==> src/rtl/stereo_pkg.sv <==
// Shared widths, sentinel values and controller state encoding for the stereo pipeline.
package stereo_pkg;

  localparam int unsigned X_W   = 9;
  localparam int unsigned Y_W   = 10;
  localparam int unsigned SSD_W = 23;

  localparam logic [SSD_W-1:0] SSD_MAX = '1;

  typedef enum logic [1:0] {
    StIdle,
    StIssue,
    StWait,
    StDone
  } state_e;

endpackage

==> src/rtl/disparity_search_ctrl_if.sv <==
// Request, SSD-engine and result channels of the disparity search controller.
interface disparity_search_ctrl_if #(
  parameter int unsigned MAX_DISP = 16
) ();
  import stereo_pkg::*;

  localparam int unsigned DISP_W = $clog2(MAX_DISP);

  logic              req_valid_in;
  logic              req_ready_out;
  logic [X_W-1:0]    req_x_in;
  logic [Y_W-1:0]    req_y_in;
  logic              ssd_valid_out;
  logic [X_W-1:0]    ssd_left_x_out;
  logic [X_W-1:0]    ssd_right_x_out;
  logic [Y_W-1:0]    ssd_y_out;
  logic              ssd_valid_in;
  logic [SSD_W-1:0]  ssd_in;
  logic              res_valid_out;
  logic              res_ready_in;
  logic [DISP_W-1:0] res_disp_out;
  logic [SSD_W-1:0]  res_ssd_out;
  logic              res_err_out;

  // slave: the controller itself; master: requester, engine and result consumer
  modport slave (
    input  req_valid_in, req_x_in, req_y_in, ssd_valid_in, ssd_in, res_ready_in,
    output req_ready_out, ssd_valid_out, ssd_left_x_out, ssd_right_x_out, ssd_y_out,
           res_valid_out, res_disp_out, res_ssd_out, res_err_out
  );

  modport master (
    output req_valid_in, req_x_in, req_y_in, ssd_valid_in, ssd_in, res_ready_in,
    input  req_ready_out, ssd_valid_out, ssd_left_x_out, ssd_right_x_out, ssd_y_out,
           res_valid_out, res_disp_out, res_ssd_out, res_err_out
  );

endinterface

==> src/rtl/min_tracker.sv <==
// Running minimum of candidate SSDs; strict-less update so ties keep the earlier disparity.
module min_tracker
  import stereo_pkg::*;
#(
  parameter int unsigned DISP_W = 4
) (
  input  logic              clk,
  input  logic              rst_n,
  input  logic              clear,
  input  logic              upd,
  input  logic [SSD_W-1:0]  cand_ssd,
  input  logic [DISP_W-1:0] cand_disp,
  output logic [SSD_W-1:0]  best_ssd,
  output logic [DISP_W-1:0] best_disp
);

  logic [SSD_W-1:0]  best_ssd_q;
  logic [DISP_W-1:0] best_disp_q;

  always_ff @(posedge clk or negedge rst_n) begin
    if (!rst_n) begin
      best_ssd_q  <= SSD_MAX;
      best_disp_q <= '0;
    end else if (clear) begin
      best_ssd_q  <= SSD_MAX;
      best_disp_q <= '0;
    end else if (upd && (cand_ssd < best_ssd_q)) begin
      best_ssd_q  <= cand_ssd;
      best_disp_q <= cand_disp;
    end
  end

  assign best_ssd  = best_ssd_q;
  assign best_disp = best_disp_q;

endmodule

==> src/rtl/disparity_search_ctrl.sv <==
// Sweeps candidate disparities for one left block, one SSD request at a time, and
// returns the disparity with the smallest SSD (or an error if the engine stalls).
module disparity_search_ctrl
  import stereo_pkg::*;
#(
  parameter int unsigned MAX_DISP = 16,
  parameter int unsigned TIMEOUT  = 64
) (
  input logic                     clk_in,
  input logic                     rst_n_in,
  disparity_search_ctrl_if.slave  bus
);

  localparam int unsigned DISP_W = $clog2(MAX_DISP);
  localparam int unsigned TMR_W  = $clog2(TIMEOUT) + 1;
  localparam logic [DISP_W-1:0] DispLast  = DISP_W'(MAX_DISP - 1);
  // Leaving on this value means the timer "reaches" TIMEOUT-1 on the transition edge.
  localparam logic [TMR_W-1:0]  TimerLast = TMR_W'(TIMEOUT - 2);

  state_e            state_q, state_d;
  logic [X_W-1:0]    x_q, x_d;
  logic [Y_W-1:0]    y_q, y_d;
  logic [DISP_W-1:0] d_q, d_d;
  logic [TMR_W-1:0]  timer_q, timer_d;
  logic              err_q, err_d;

  logic              trk_clear, trk_upd;
  logic [SSD_W-1:0]  best_ssd;
  logic [DISP_W-1:0] best_disp;
  logic [X_W-1:0]    d_ext;
  logic              last;
  logic              issue, done;

  assign d_ext = X_W'(d_q);
  // Stop at d == x so right_x never wraps below column 0.
  assign last  = (d_q == DispLast) || (d_ext == x_q);

  always_ff @(posedge clk_in or negedge rst_n_in) begin
    if (!rst_n_in) begin
      state_q <= StIdle;
      x_q     <= '0;
      y_q     <= '0;
      d_q     <= '0;
      timer_q <= '0;
      err_q   <= 1'b0;
    end else begin
      state_q <= state_d;
      x_q     <= x_d;
      y_q     <= y_d;
      d_q     <= d_d;
      timer_q <= timer_d;
      err_q   <= err_d;
    end
  end

  always_comb begin
    state_d   = state_q;
    x_d       = x_q;
    y_d       = y_q;
    d_d       = d_q;
    timer_d   = timer_q;
    err_d     = err_q;
    trk_clear = 1'b0;
    trk_upd   = 1'b0;
    unique case (state_q)
      StIdle: begin
        if (bus.req_valid_in) begin
          x_d       = bus.req_x_in;
          y_d       = bus.req_y_in;
          d_d       = '0;
          err_d     = 1'b0;
          trk_clear = 1'b1;
          state_d   = StIssue;
        end
      end
      StIssue: begin
        timer_d = '0;
        state_d = StWait;
      end
      StWait: begin
        timer_d = timer_q + TMR_W'(1);
        if (bus.ssd_valid_in) begin
          trk_upd = 1'b1;
          if (last) begin
            state_d = StDone;
          end else begin
            d_d     = d_q + DISP_W'(1);
            state_d = StIssue;
          end
        end else if (timer_q == TimerLast) begin
          err_d   = 1'b1;
          state_d = StDone;
        end
      end
      StDone: begin
        if (bus.res_ready_in) state_d = StIdle;
      end
      default: state_d = StIdle;
    endcase
  end

  min_tracker #(
    .DISP_W (DISP_W)
  ) u_min_tracker (
    .clk       (clk_in),
    .rst_n     (rst_n_in),
    .clear     (trk_clear),
    .upd       (trk_upd),
    .cand_ssd  (bus.ssd_in),
    .cand_disp (d_q),
    .best_ssd  (best_ssd),
    .best_disp (best_disp)
  );

  assign issue = (state_q == StIssue);
  assign done  = (state_q == StDone);

  assign bus.req_ready_out   = (state_q == StIdle);
  assign bus.ssd_valid_out   = issue;
  assign bus.ssd_left_x_out  = issue ? x_q : '0;
  assign bus.ssd_right_x_out = issue ? (x_q - d_ext) : '0;
  assign bus.ssd_y_out       = issue ? y_q : '0;
  assign bus.res_valid_out   = done;
  assign bus.res_disp_out    = done ? best_disp : '0;
  assign bus.res_ssd_out     = done ? best_ssd : '0;
  assign bus.res_err_out     = done & err_q;

endmodule

==> src/flat_wrapper.sv <==
// flat-port wrapper written by rule: the top's interface ports become plain ports
module disparity_search_ctrl_flat import stereo_pkg::*;
#(
  parameter int unsigned MAX_DISP = 16,
  parameter int unsigned TIMEOUT  = 64
)
  (clk_in, rst_n_in, bus_req_valid_in, bus_req_x_in, bus_req_y_in, bus_ssd_valid_in, bus_ssd_in, bus_res_ready_in, bus_req_ready_out, bus_ssd_valid_out, bus_ssd_left_x_out, bus_ssd_right_x_out, bus_ssd_y_out, bus_res_valid_out, bus_res_disp_out, bus_res_ssd_out, bus_res_err_out);
  disparity_search_ctrl_if #(.MAX_DISP(MAX_DISP)) bus_i ();
  input logic clk_in;
  input logic rst_n_in;
  input wire logic [$bits(bus_i.req_valid_in)-1:0] bus_req_valid_in;
  input wire logic [$bits(bus_i.req_x_in)-1:0] bus_req_x_in;
  input wire logic [$bits(bus_i.req_y_in)-1:0] bus_req_y_in;
  input wire logic [$bits(bus_i.ssd_valid_in)-1:0] bus_ssd_valid_in;
  input wire logic [$bits(bus_i.ssd_in)-1:0] bus_ssd_in;
  input wire logic [$bits(bus_i.res_ready_in)-1:0] bus_res_ready_in;
  output wire logic [$bits(bus_i.req_ready_out)-1:0] bus_req_ready_out;
  output wire logic [$bits(bus_i.ssd_valid_out)-1:0] bus_ssd_valid_out;
  output wire logic [$bits(bus_i.ssd_left_x_out)-1:0] bus_ssd_left_x_out;
  output wire logic [$bits(bus_i.ssd_right_x_out)-1:0] bus_ssd_right_x_out;
  output wire logic [$bits(bus_i.ssd_y_out)-1:0] bus_ssd_y_out;
  output wire logic [$bits(bus_i.res_valid_out)-1:0] bus_res_valid_out;
  output wire logic [$bits(bus_i.res_disp_out)-1:0] bus_res_disp_out;
  output wire logic [$bits(bus_i.res_ssd_out)-1:0] bus_res_ssd_out;
  output wire logic [$bits(bus_i.res_err_out)-1:0] bus_res_err_out;
  assign bus_i.req_valid_in = bus_req_valid_in;
  assign bus_i.req_x_in = bus_req_x_in;
  assign bus_i.req_y_in = bus_req_y_in;
  assign bus_i.ssd_valid_in = bus_ssd_valid_in;
  assign bus_i.ssd_in = bus_ssd_in;
  assign bus_i.res_ready_in = bus_res_ready_in;
  assign bus_req_ready_out = bus_i.req_ready_out;
  assign bus_ssd_valid_out = bus_i.ssd_valid_out;
  assign bus_ssd_left_x_out = bus_i.ssd_left_x_out;
  assign bus_ssd_right_x_out = bus_i.ssd_right_x_out;
  assign bus_ssd_y_out = bus_i.ssd_y_out;
  assign bus_res_valid_out = bus_i.res_valid_out;
  assign bus_res_disp_out = bus_i.res_disp_out;
  assign bus_res_ssd_out = bus_i.res_ssd_out;
  assign bus_res_err_out = bus_i.res_err_out;
  disparity_search_ctrl #(.MAX_DISP(MAX_DISP), .TIMEOUT(TIMEOUT)) u_core (.clk_in(clk_in), .rst_n_in(rst_n_in), .bus(bus_i));
endmodule
==> config.mk <==
export PLATFORM = sky130hd
export DESIGN_NAME = disparity_search_ctrl_flat
export DESIGN_NICKNAME = d
export VERILOG_FILES = /design/src/rtl/stereo_pkg.sv /design/src/rtl/disparity_search_ctrl_if.sv /design/src/rtl/min_tracker.sv /design/src/rtl/disparity_search_ctrl.sv /design/src/flat_wrapper.sv
export SDC_FILE = /design/constraint.sdc
export NUM_CORES = 1
export LEC_CHECK = 0
export BUFFER_PORTS_ARGS = -buffer_cell sky130_fd_sc_hd__buf_2
export CAP_MARGIN = 0
export CORE_ASPECT_RATIO = 1.25
export CORE_MARGIN = 2
export CORE_UTILIZATION = 25
export CTS_BUF_LIST = sky130_fd_sc_hd__clkbuf_2 sky130_fd_sc_hd__clkbuf_4 sky130_fd_sc_hd__clkbuf_8
export DETAILED_ROUTE_END_ITERATION = 7
export GPL_TIMING_DRIVEN = 0
export HOLD_SLACK_MARGIN = 0.08
export PLACE_DENSITY_LB_ADDON = 0.25
export SKIP_CTS_REPAIR_TIMING = 1
export SLEW_MARGIN = 10
export SYNTH_ARGS = -nofsm -noshare
export SYNTH_HDL_FRONTEND = slang
export SYNTH_SLANG_ARGS = --single-unit
export TNS_END_PERCENT = 10
==> constraint.sdc <==
create_clock -name clk_in -period 2.45 [get_ports clk_in]
set_clock_uncertainty 0.1 [all_clocks]
set_input_delay 0.245 -clock clk_in [delete_from_list [all_inputs] [get_ports clk_in]]
set_output_delay 0.245 -clock clk_in [all_outputs]
set_load 0.005 [all_outputs]
==> results of run 1 <==
-- logic make-up (layout without fill, tap and decap cells) --
logic type                 after synthesis  after routing
xor gates and xnor gates                 7              7
AOI/OAI and AO/OA                       76             76
adders and majority gates               34             34
buffers and inverters                   59            231
and+or+nand+nor                        162            162
DFF                                     60             60
muxes                                   21             21
-- flip-flops by register name (all words and copies together) (netlist names) --
signal / flops
u_core.d_q: 4
u_core.err_q: 1
u_core.state_q: 2
u_core.timer_q: 7
u_core.u_min_tracker.best_disp: 4
u_core.u_min_tracker.best_ssd: 23
u_core.x_q: 9
u_core.y_q: 10
-- cell usage in the layout (no fill, tap or decap), drive strengths merged, types with 2 or more instances in the layout --
master	n
a21boi	6
a21oi	12
a31oi	3
and2	32
and3	2
and4	3
buf	119
clkbuf	28
dfrtp	37
dfstp	23
dlygate4sd3	43
ha	33
inv	39
mux2	19
mux2i	2
nand2	16
nand2b	2
nand3	60
nand4	3
nor2	27
nor2b	3
nor3	7
o21ai	44
or3	3
xnor2	2
xor2	5
-- per-stage QoR --
| step | power (uW) | std cells |
|---|---|---|
| after floorplan | 3535 | 419 |
| after global placement | 4441 | 706 |
| after detailed placement | 4507 | 706 |
| after CTS | 5486 | 722 |
| after global routing | 6197 | 773 |
| final | 5652 | 773 |
-- worst max-delay path, delay by kind of cell, from the launching register on --
| kind | cells | cell delay, ps |
|---|---|---|
| DFF | 1 | 390 |
| buffers and inverters | 3 | 230 |
| AOI/OAI and AO/OA | 3 | 370 |
| adders and majority gates | 2 | 570 |
| and+or+nand+nor | 1 | 310 |
-- power groups by stage --
stage / logic [uW] / clock network (uW) / registers, uW
2_1_floorplan: 1830 / 0 / 1710
3_3_place_gp: 2650 / 0 / 1790
3_5_place_dp: 2700 / 0 / 1810
4_1_cts: 2720 / 972 / 1790
5_1_grt: 3300 / 1020 / 1870
6_report: 2900 / 948 / 1810
-- cell type report --
cell class | instances | area (um2) | share of cell area
multi-input cells | 300 | 2162 | 0.3971
flip-flops and latches | 60 | 1531 | 0.2813
repair buffers | 157 | 1047 | 0.1923
well taps | 182 | 227.7 | 0.04182
clock buffers | 14 | 167.7 | 0.03079
inverters | 39 | 146.4 | 0.02688
plain buffers | 19 | 127.6 | 0.02344
clock inverters | 2 | 35.03 | 0.006434
-- worst max-delay path by stage --
stage	start	endpoint
floorplan	u_core.u_min_tracker.best_ssd[1]$_DFFE_PN1P_	u_core.u_min_tracker.best_ssd[0]$_DFFE_PN1P_
global placement	u_core.state_q[0]$_DFFE_PN0P_	u_core.u_min_tracker.best_ssd[12]$_DFFE_PN1P_
detailed placement	u_core.state_q[0]$_DFFE_PN0P_	u_core.u_min_tracker.best_ssd[2]$_DFFE_PN1P_
CTS	u_core.d_q[0]$_DFFE_PN0P_	bus_ssd_right_x_out[8]
global route	u_core.x_q[0]$_DFFE_PN0P_	bus_ssd_right_x_out[8]
finish	u_core.x_q[0]$_DFFE_PN0P_	bus_ssd_right_x_out[8]
-- layer usage --
layer	track usage	wire length (um)	vias to the layer above
met2	0.2368	5634	105
met1	0.1582	4650	1716
li1	-	-	1786
met3	0.03650	641	14
met5	0	0	-
met4	0.04946	185	0
==> results.ini, run 1 <==
[global_route]
antenna_found_initial = 0
grt.overflow.total = 0
grt_first_pass_wirelength_mm = 17.46
grt_pass1_vias = 3556
grt_max_degree = 61
grt_usage = 0.1357

[drt]
avgRoutedWirePerCell_um = 14.37
vias = 3621
detail_route.vias_per_cell = 4.684
drtAntennaViolNets = 0
drc = 0
drtIter0Drc = 120
drt_first_pass_iters = 4
routed_wl_mm = 11.11

[timing]
final.period_utilization = 1.049
final.setup.tns_ps = -346.6
setup_viol = 6
hold_ws_ps = 60.81
hold_viol = 0
setup_slack_ps = -120.3
maxSlewViolCount = 0
fmax_ghz = 0.3891
slew_headroom = 0.4648
rsz0062_at_grt = yes
tightest_slew_ps = 802.7
fin_crit_ps = 2570

[status]
violations = negative setup slack
status = complete, but fails checks

[placement]
dp_hpwl_mm = 8.042
port_buffers = 105
place_area_um2 = 4617
place_ws_ps = -197.0
gp_congestion = 0.8038

[setup_path]
path_class = reg2out
crit_path_top_delay_cell = dfrtp_1
cp_cell_sequence = inv_1 > ha_2 > inv_2 > fa_2 > a21oi_2 > o21bai_2 > or3_1 > a21boi_1 > buf_2
critPathMaxFanout = 4
r2r-start = u_core.u_min_tracker.best_ssd[1]$_DFFE_PN1P_
required_ps = 2110
reg2reg_to = u_core.u_min_tracker.best_ssd[5]$_DFFE_PN1P_
critPathMaxStageDelay_ps = 390
arrival_ps = 2230
startpoint_type = flop
cp-end-kind = primary output
reg2reg_depth = 8
r2r_slack_ps = -20

[yosys]
synth_top_area_cell = dfrtp_1
synth.most_common_cell = nand3_1
synth_top_area_frac = 0.2398
async_flop_share = 1.000
synth_xor_area_frac = 0.01588
syn_inst = 419
synth_area_per_cell_um2 = 9.215
synth.distinct_cells = 47
syn-num-nets = 500
synth_top_cells_by_count = nand3_1, inv_1, dfrtp_1
synthSimpleGateAreaFrac = 0.2200
synth_edf_count = 0
yosys.area_share.adder = 0.1121
netlist_area_um2 = 3861
synth-compound-area-share = 0.1261
synth_ff_type = dfrtp_1
muxShareOfSynthArea = 0.06060
yosysWarnings = 0
synth_area_leaders = dfrtp_1, dfstp_2, ha_1, nand3_1, mux2_2
synth_seq_area_share = 0.3963
ys_ff_latch = 60
synth_top_family_by_area = simple AND/OR/NAND/NOR gates

[finish]
finalNetCount = 667
area_growth_syn_to_layout_pct = 41.02
n_antenna_cell = 0
drive_above_1_share = 0.3672
final_area_um2 = 5445
fill_cells = 1566
utilization = 0.3627

[power]
p_switching_uw = 2231
p_comb_frac = 0.512
clockPowerShare = 0.168
p_leak_uw = 0.002678
power.density_nw_per_um2 = 1038
peakVddDrop_mv = 0.5406
swShare = 0.3947
intPower_uw = 3421
p_seq_frac = 0.320

[clocking]
cts.reportedPaths.clkPinSlew_ps = 70
cts_buffers = 9
htreeDepth = 3
cts_tree = done
ctsLongestPathBuffers = 2
worst_skew_pair.late_latency_ps = 350
clock-sinks = 60
cts_root_buffer = clkbuf_8

[floorplanning]
core-area_um2 = 15010
die-area_um2 = 16460
initial_core_util = 0.2572
die_y_um = 142.9
rows = 50
pin_count = 106
die-width_um = 115.2

[job]
cap_violations = 0

[hold_path]
hold_path_class = in2reg
worst_hold_path.endpoint = u_core.u_min_tracker.best_ssd[4]$_DFFE_PN1P_
hp-start = bus_ssd_in[4]
whs_path_depth = 3

Note: power is estimated with default switching activity, not from simulation.
==> run 2: changes to the inputs <==
- CORE_UTILIZATION: 25 -> 40
==> run 2 against run 1 <==
The run still ends with negative setup slack left; non-clock buffer count decreased by 2; sequential cell count unchanged; setup slack got worse by 39 ps; via count increased by 1.2%; total power decreased by 0.98%; global-route usage increased by 5.9 points; first-iteration DRC count increased by 28%; cell area decreased by 1.8%; register-to-register slack got worse by 60 ps; combinational power about the same; critical path type unchanged; critical endpoint is now bus_ssd_right_x_out[6]; highest routed layer unchanged.
==> results.ini, run 2 (same netlist as run 1, synthesis figures left out) <==
[finish]
largest_register_ffs = 23  ; unchanged
final_common_cell = buf_2
final_cell_mix = buf_2, nand3_1, dlygate4sd3_1, inv_1, dfrtp_1
finalNetCount = 665  ; -0.30%
area_growth_syn_to_layout_pct = 38.46
drive_above_1_share = 0.3599  ; -0.007242
fill_cells = 884  ; -44%
n_antenna_cell = 0  ; unchanged

[timing]
final.setup.tns_ps = -1274  ; -927.6 ps
fin_crit_ps = 2609  ; +38.88 ps
tightest_slew_ps = 796.7  ; -6.087 ps
setup_slack_ps = -159.2  ; -38.88 ps
rsz0062_at_grt = yes
fmax_ghz = 0.3833  ; -1.5%
setup_viol = 30  ; +24
final.period_utilization = 1.065  ; +0.01587
hold_ws_ps = 63.89  ; +3.075 ps
hold_viol = 0  ; unchanged
maxSlewViolCount = 0  ; unchanged
slew_headroom = 0.4689  ; +0.004058

[floorplanning]
core-area_um2 = 9509  ; -37%
initial_core_util = 0.4061  ; +0.1489
die_y_um = 113.8  ; -20%
die-width_um = 91.88  ; -20%
pin_count = 106  ; unchanged
rows = 40  ; -20%
die-area_um2 = 10460  ; -36%

[status]
violations = negative setup slack
status = complete, but fails checks

[power]
p_comb_frac = 0.520  ; +0.008
swShare = 0.3985  ; +0.003808
p_seq_frac = 0.321  ; about the same
p_switching_uw = 2230  ; about the same
power.density_nw_per_um2 = 1047  ; +0.85%
p_total_uw = 5596  ; -0.98%
clockPowerShare = 0.159  ; -0.009
p_leak_uw = 0.002668  ; -0.37%
intPower_uw = 3366  ; -1.6%
peakVddDrop_mv = 0.5510  ; +1.9%

[global_route]
antenna_found_initial = 0  ; unchanged
grt_first_pass_wirelength_mm = 16.39  ; -6.1%
grt_pass1_vias = 3503  ; -1.5%
grt.overflow.total = 0  ; unchanged
grt_max_degree = 61  ; unchanged
grt_usage = 0.1947  ; +0.05902

[setup_path]
critPathMaxFanout = 5  ; +1
critPathBufInv = 2  ; -1
cp-end-kind = primary output
arrival_ps = 2260  ; +30 ps
startpoint_type = flop
required_ps = 2110  ; about the same
crit_path_top_delay_cell = dfrtp_1
startpoint = u_core.d_q[0]$_DFFE_PN0P_
path_class = reg2out
cp_cell_sequence = ha_2 > inv_2 > fa_2 > a21oi_2 > o21bai_2 > nor3_1 > xor2_1 > and2_1 > buf_2
r2r-start = u_core.u_min_tracker.best_ssd[1]$_DFFE_PN1P_
critPathMaxStageDelay_ps = 440  ; +50 ps
cp_top_family = adder cells

[drt]
avgRoutedWirePerCell_um = 14.78  ; +2.8%
drt_first_pass_iters = 5  ; +1
drc = 0  ; unchanged
detail_route.vias_per_cell = 5.124  ; +9.4%
routed_wl_mm = 10.57  ; -4.9%
vias = 3664  ; +1.2%
drtIter0Drc = 154  ; +28%
drtAntennaViolNets = 0  ; unchanged

[clocking]
cts_root_buffer = clkbuf_8
clock-sinks = 60  ; unchanged
ctsLongestPathBuffers = 2  ; unchanged
cts.reportedPaths.clkPinSlew_ps = 70  ; about the same
worst_skew_pair.late_latency_ps = 340  ; about the same
cts_buffers = 9  ; unchanged
cts_tree = done
htreeDepth = 3  ; unchanged

[job]
cap_violations = 0  ; unchanged

[placement]
place_ws_ps = -155.9  ; +41.14 ps
gp_congestion = 0.7970  ; -0.85%
port_buffers = 105  ; unchanged
dp_hpwl_mm = 7.139  ; -11%

[hold_path]
hold_path_class = in2reg
hp-start = bus_ssd_in[4]

## run 2: cell types whose count changed in the layout (fill, tap and decap cells not counted), moves of 2 or more
cell           change
dlygate4sd3_1      -2
clkbuf_1           +2
clkinv_2           +2
o21ai_2            -5
clkbuf_2           -3
o21ai_1            +5
## run 2: area by class of cell
type                            instances  area, um2  share of cell area
Clock buffer                           11      138.9             0.02598
Tap cell                              126      157.7             0.02949
Sequential cell                        60       1530              0.2862
Buffer                                 19      127.6             0.02387
Multi-Input combinational cell        300       2172              0.4063
Timing Repair Buffer                  155       1021              0.1910
Inverter                               39      146.4             0.02738
Clock inverter                          5      52.55            0.009829
## run 2: power groups by stage
stage / clock network [uW] / registers (uW) / logic (uW)
6_report: 888 / 1800 / 2910
5_1_grt: 973 / 1850 / 3280
4_1_cts: 922 / 1780 / 2680
3_5_place_dp: 0 / 1800 / 2660
3_3_place_gp: 0 / 1770 / 2590
2_1_floorplan: 0 / 1710 / 1830
## run 2: per-stage QoR
stage,instances,util,instance area (um2)
after floorplan,419,-,3861
after global placement,650,0.4779,4544
after detailed placement,650,0.4782,4547
after CTS,666,0.4983,4738
after global routing,715,0.5622,5346
final,715,0.5622,5346
## run 2: worst reg2reg max path: stages, from the launching register on
cell	delay, ps
dfstp_2	540
inv_2	50
ha_4	210
a2111oi_4	460
nor3_4	90
o41a_4	570
clkbuf_16	180
o21ai_1	140
nand3_1	110
## run 2: worst paths after layout
path / to / slack [ps] / depth (start not counted)
setup / recovery: bus_ssd_right_x_out[6] / -160 / 9
hold / removal: u_core.u_min_tracker.best_ssd[4]$_DFFE_PN1P_ / 60 / 3
setup reg to reg: u_core.u_min_tracker.best_ssd[0]$_DFFE_PN1P_ / -80 / 8
hold reg to reg: u_core.u_min_tracker.best_ssd[17]$_DFFE_PN1P_ / 390 / 2
max in group asynchronous: u_core.d_q[1]$_DFFE_PN0P_ / 1290 / 2
min in group asynchronous: u_core.timer_q[2]$_DFFE_PN0P_ / 440 / 2
## run 2: metal layers
metal / up-vias / GRT usage / share of wire
li1: 1788 / - / -
met1: 1756 / 0.2378 / 0.42
met2: 108 / 0.3348 / 0.51
met3: 12 / 0.05218 / 0.058
met4: 0 / 0.06269 / 0.016
met5: - / 0 / 0
==> run 3: changes to the inputs <==
- CORE_ASPECT_RATIO: 1.25 -> unset
==> run 3 against run 2 <==
The flow still finishes with violations (negative setup slack); sequential power about the same; non-clock buffer count fell by 3; combinational power about the same; sequential share of layout area rose by 0.38 points; utilization rose by 0.76 points; critical path depth did not move; critical path type unchanged; largest power group unchanged.
==> results.ini, run 3 (same netlist as run 1, synthesis figures left out) <==
[setup_path]
required_ps = 2110  ; about the same
critPathMaxFanout = 4  ; -1
startpoint = u_core.x_q[0]$_DFFE_PN0P_
cp-end-kind = primary output
path_class = reg2out
r2r-start = u_core.u_min_tracker.best_ssd[1]$_DFFE_PN1P_
arrival_ps = 2250  ; about the same
startpoint_type = flop

[drt]
drc = 0  ; unchanged
detail_route.vias_per_cell = 5.017  ; -2.1%
drt_first_pass_iters = 4  ; -1
drtAntennaViolNets = 0  ; unchanged
routed_wl_mm = 10.31  ; -2.4%
drtIter0Drc = 142  ; -7.8%
avgRoutedWirePerCell_um = 14.43  ; -2.4%
vias = 3587  ; -2.1%

[hold_path]
hold_path_class = in2reg
hp-start = bus_ssd_in[11]

[floorplanning]
die-area_um2 = 10460  ; about the same
die-width_um = 102.3  ; +11%
pin_count = 106  ; unchanged
rows = 35  ; -13%
die_y_um = 102.3  ; -10%
core-area_um2 = 9284  ; -2.4%
initial_core_util = 0.4159  ; +0.009850

[power]
intPower_uw = 3513  ; +4.4%
power.density_nw_per_um2 = 1081  ; +3.2%
clockPowerShare = 0.178  ; +0.019
swShare = 0.3856  ; -0.01295
p_switching_uw = 2204  ; -1.2%
p_comb_frac = 0.510  ; -0.010
p_seq_frac = 0.312  ; -0.009
p_leak_uw = 0.002632  ; -1.3%
peakVddDrop_mv = 0.6095  ; +11%

[timing]
setup_viol = 23  ; -23%
setup_slack_ps = -141.6  ; +17.57 ps
tightest_slew_ps = 773.2  ; -23.48 ps
fin_crit_ps = 2592  ; -17.57 ps
rsz0062_at_grt = yes
hold_viol = 0  ; unchanged
final.period_utilization = 1.058  ; -0.007170
fmax_ghz = 0.3859  ; +0.68%
slew_headroom = 0.4845  ; +0.01565
maxSlewViolCount = 0  ; unchanged

[global_route]
antenna_found_initial = 0  ; unchanged
grt_max_degree = 61  ; unchanged
grt_first_pass_wirelength_mm = 15.68  ; -4.3%
grt_usage = 0.1911  ; -0.003568
grt.overflow.total = 0  ; unchanged
grt_pass1_vias = 3306  ; -5.6%

[finish]
final_cell_mix = buf_2, nand3_1, dlygate4sd3_1, inv_1, dfrtp_1
final_area_um2 = 5290  ; -1.1%
finalNetCount = 662  ; -0.45%
fill_cells = 867  ; -1.9%
final_common_cell = buf_2
finalNonFillerCells = 715  ; unchanged
area_growth_syn_to_layout_pct = 37.01
drive_above_1_share = 0.3447  ; -0.01522
largest_register_ffs = 23  ; unchanged
n_antenna_cell = 0  ; unchanged

[job]
cap_violations = 0  ; unchanged

[clocking]
htreeDepth = 3  ; unchanged
cts_tree = done
worst_skew_pair.late_latency_ps = 350  ; about the same
cts_buffers = 9  ; unchanged
cts_root_buffer = clkbuf_8
cts.reportedPaths.clkPinSlew_ps = 70  ; about the same
ctsLongestPathBuffers = 2  ; unchanged
clock-sinks = 60  ; unchanged

[status]
status = complete, but fails checks
violations = negative setup slack

[placement]
port_buffers = 105  ; unchanged
gp_congestion = 0.8274  ; +3.8%
dp.cells = 653  ; +0.46%
dp_hpwl_mm = 7.113  ; -0.37%
place_area_um2 = 4551  ; about the same

run 3: cell types whose count changed in the layout (fill, tap and decap cells not counted), sizes merged:
| cell | delta |
|---|---|
| buf | -1 |
| clkinvlp | -1 |
| clkbuf | -1 |
| dlygate4sd3 | -1 |
| bufinv | +1 |
run 3: final timing paths:
check	to	slack [ps]	cells past startpoint
max	bus_ssd_right_x_out[8]	-140	9
min	u_core.u_min_tracker.best_ssd[11]$_DFFE_PN1P_	50	3
max reg2reg	u_core.u_min_tracker.best_ssd[5]$_DFFE_PN1P_	-90	8
max in group asynchronous	u_core.d_q[0]$_DFFE_PN0P_	1280	2
min in group asynchronous	u_core.timer_q[2]$_DFFE_PN0P_	430	2
min reg2reg	u_core.y_q[1]$_DFFE_PN0P_	400	1
run 3: cell type report:
cell class / instances / area, um2 / share of cell area
Multi-Input combinational cell: 300 / 2126 / 0.4018
Sequential cell: 60 / 1534 / 0.2900
Timing Repair Buffer: 151 / 973.4 / 0.1840
Tap cell: 129 / 161.4 / 0.03051
Clock buffer: 11 / 151.4 / 0.02862
Inverter: 39 / 146.4 / 0.02767
Buffer: 20 / 123.9 / 0.02342
Clock inverter: 5 / 73.82 / 0.01395
run 3: critical path, stage by stage (launching register included):
cell	delay, ps
dfrtp_1	380
inv_1	60
ha_2	170
inv_2	40
fa_2	410
a21oi_4	150
o21bai_4	100
or3_4	330
a21boi_2	130
buf_2	120
run 3: per-layer routing:
layer / wire length (um) / up-vias / track usage
li1: - / 1771 / -
met1: 4648 / 1698 / 0.2354
met2: 4927 / 106 / 0.3310
met3: 641 / 12 / 0.05335
met4: 96 / 0 / 0.04923
met5: 0 / - / 0
run 3: through the flow:
step	TNS (ps)	hold slack, ps	setup slack [ps]	power [uW]	util
final	-1714	51.47	-141.6	5717	0.5698
after floorplan	0	-150.6	204.0	3535	-
after global placement	-1020	362.1	-60.72	4357	0.4899
after global routing	-6405	82.15	-238.2	6219	0.5698
after detailed placement	-1681	282.6	-104.2	4452	0.4902
after CTS	-3133	-95.81	-397.8	5502	0.5144
run 3: power by group through the flow:
stage | sequential [uW] | clock [uW] | combinational, uW
2_1_floorplan | 1710 | 0 | 1830
5_1_grt | 1830 | 1090 | 3290
3_3_place_gp | 1770 | 0 | 2590
6_report | 1780 | 1020 | 2920
4_1_cts | 1780 | 1050 | 2680
3_5_place_dp | 1790 | 0 | 2660
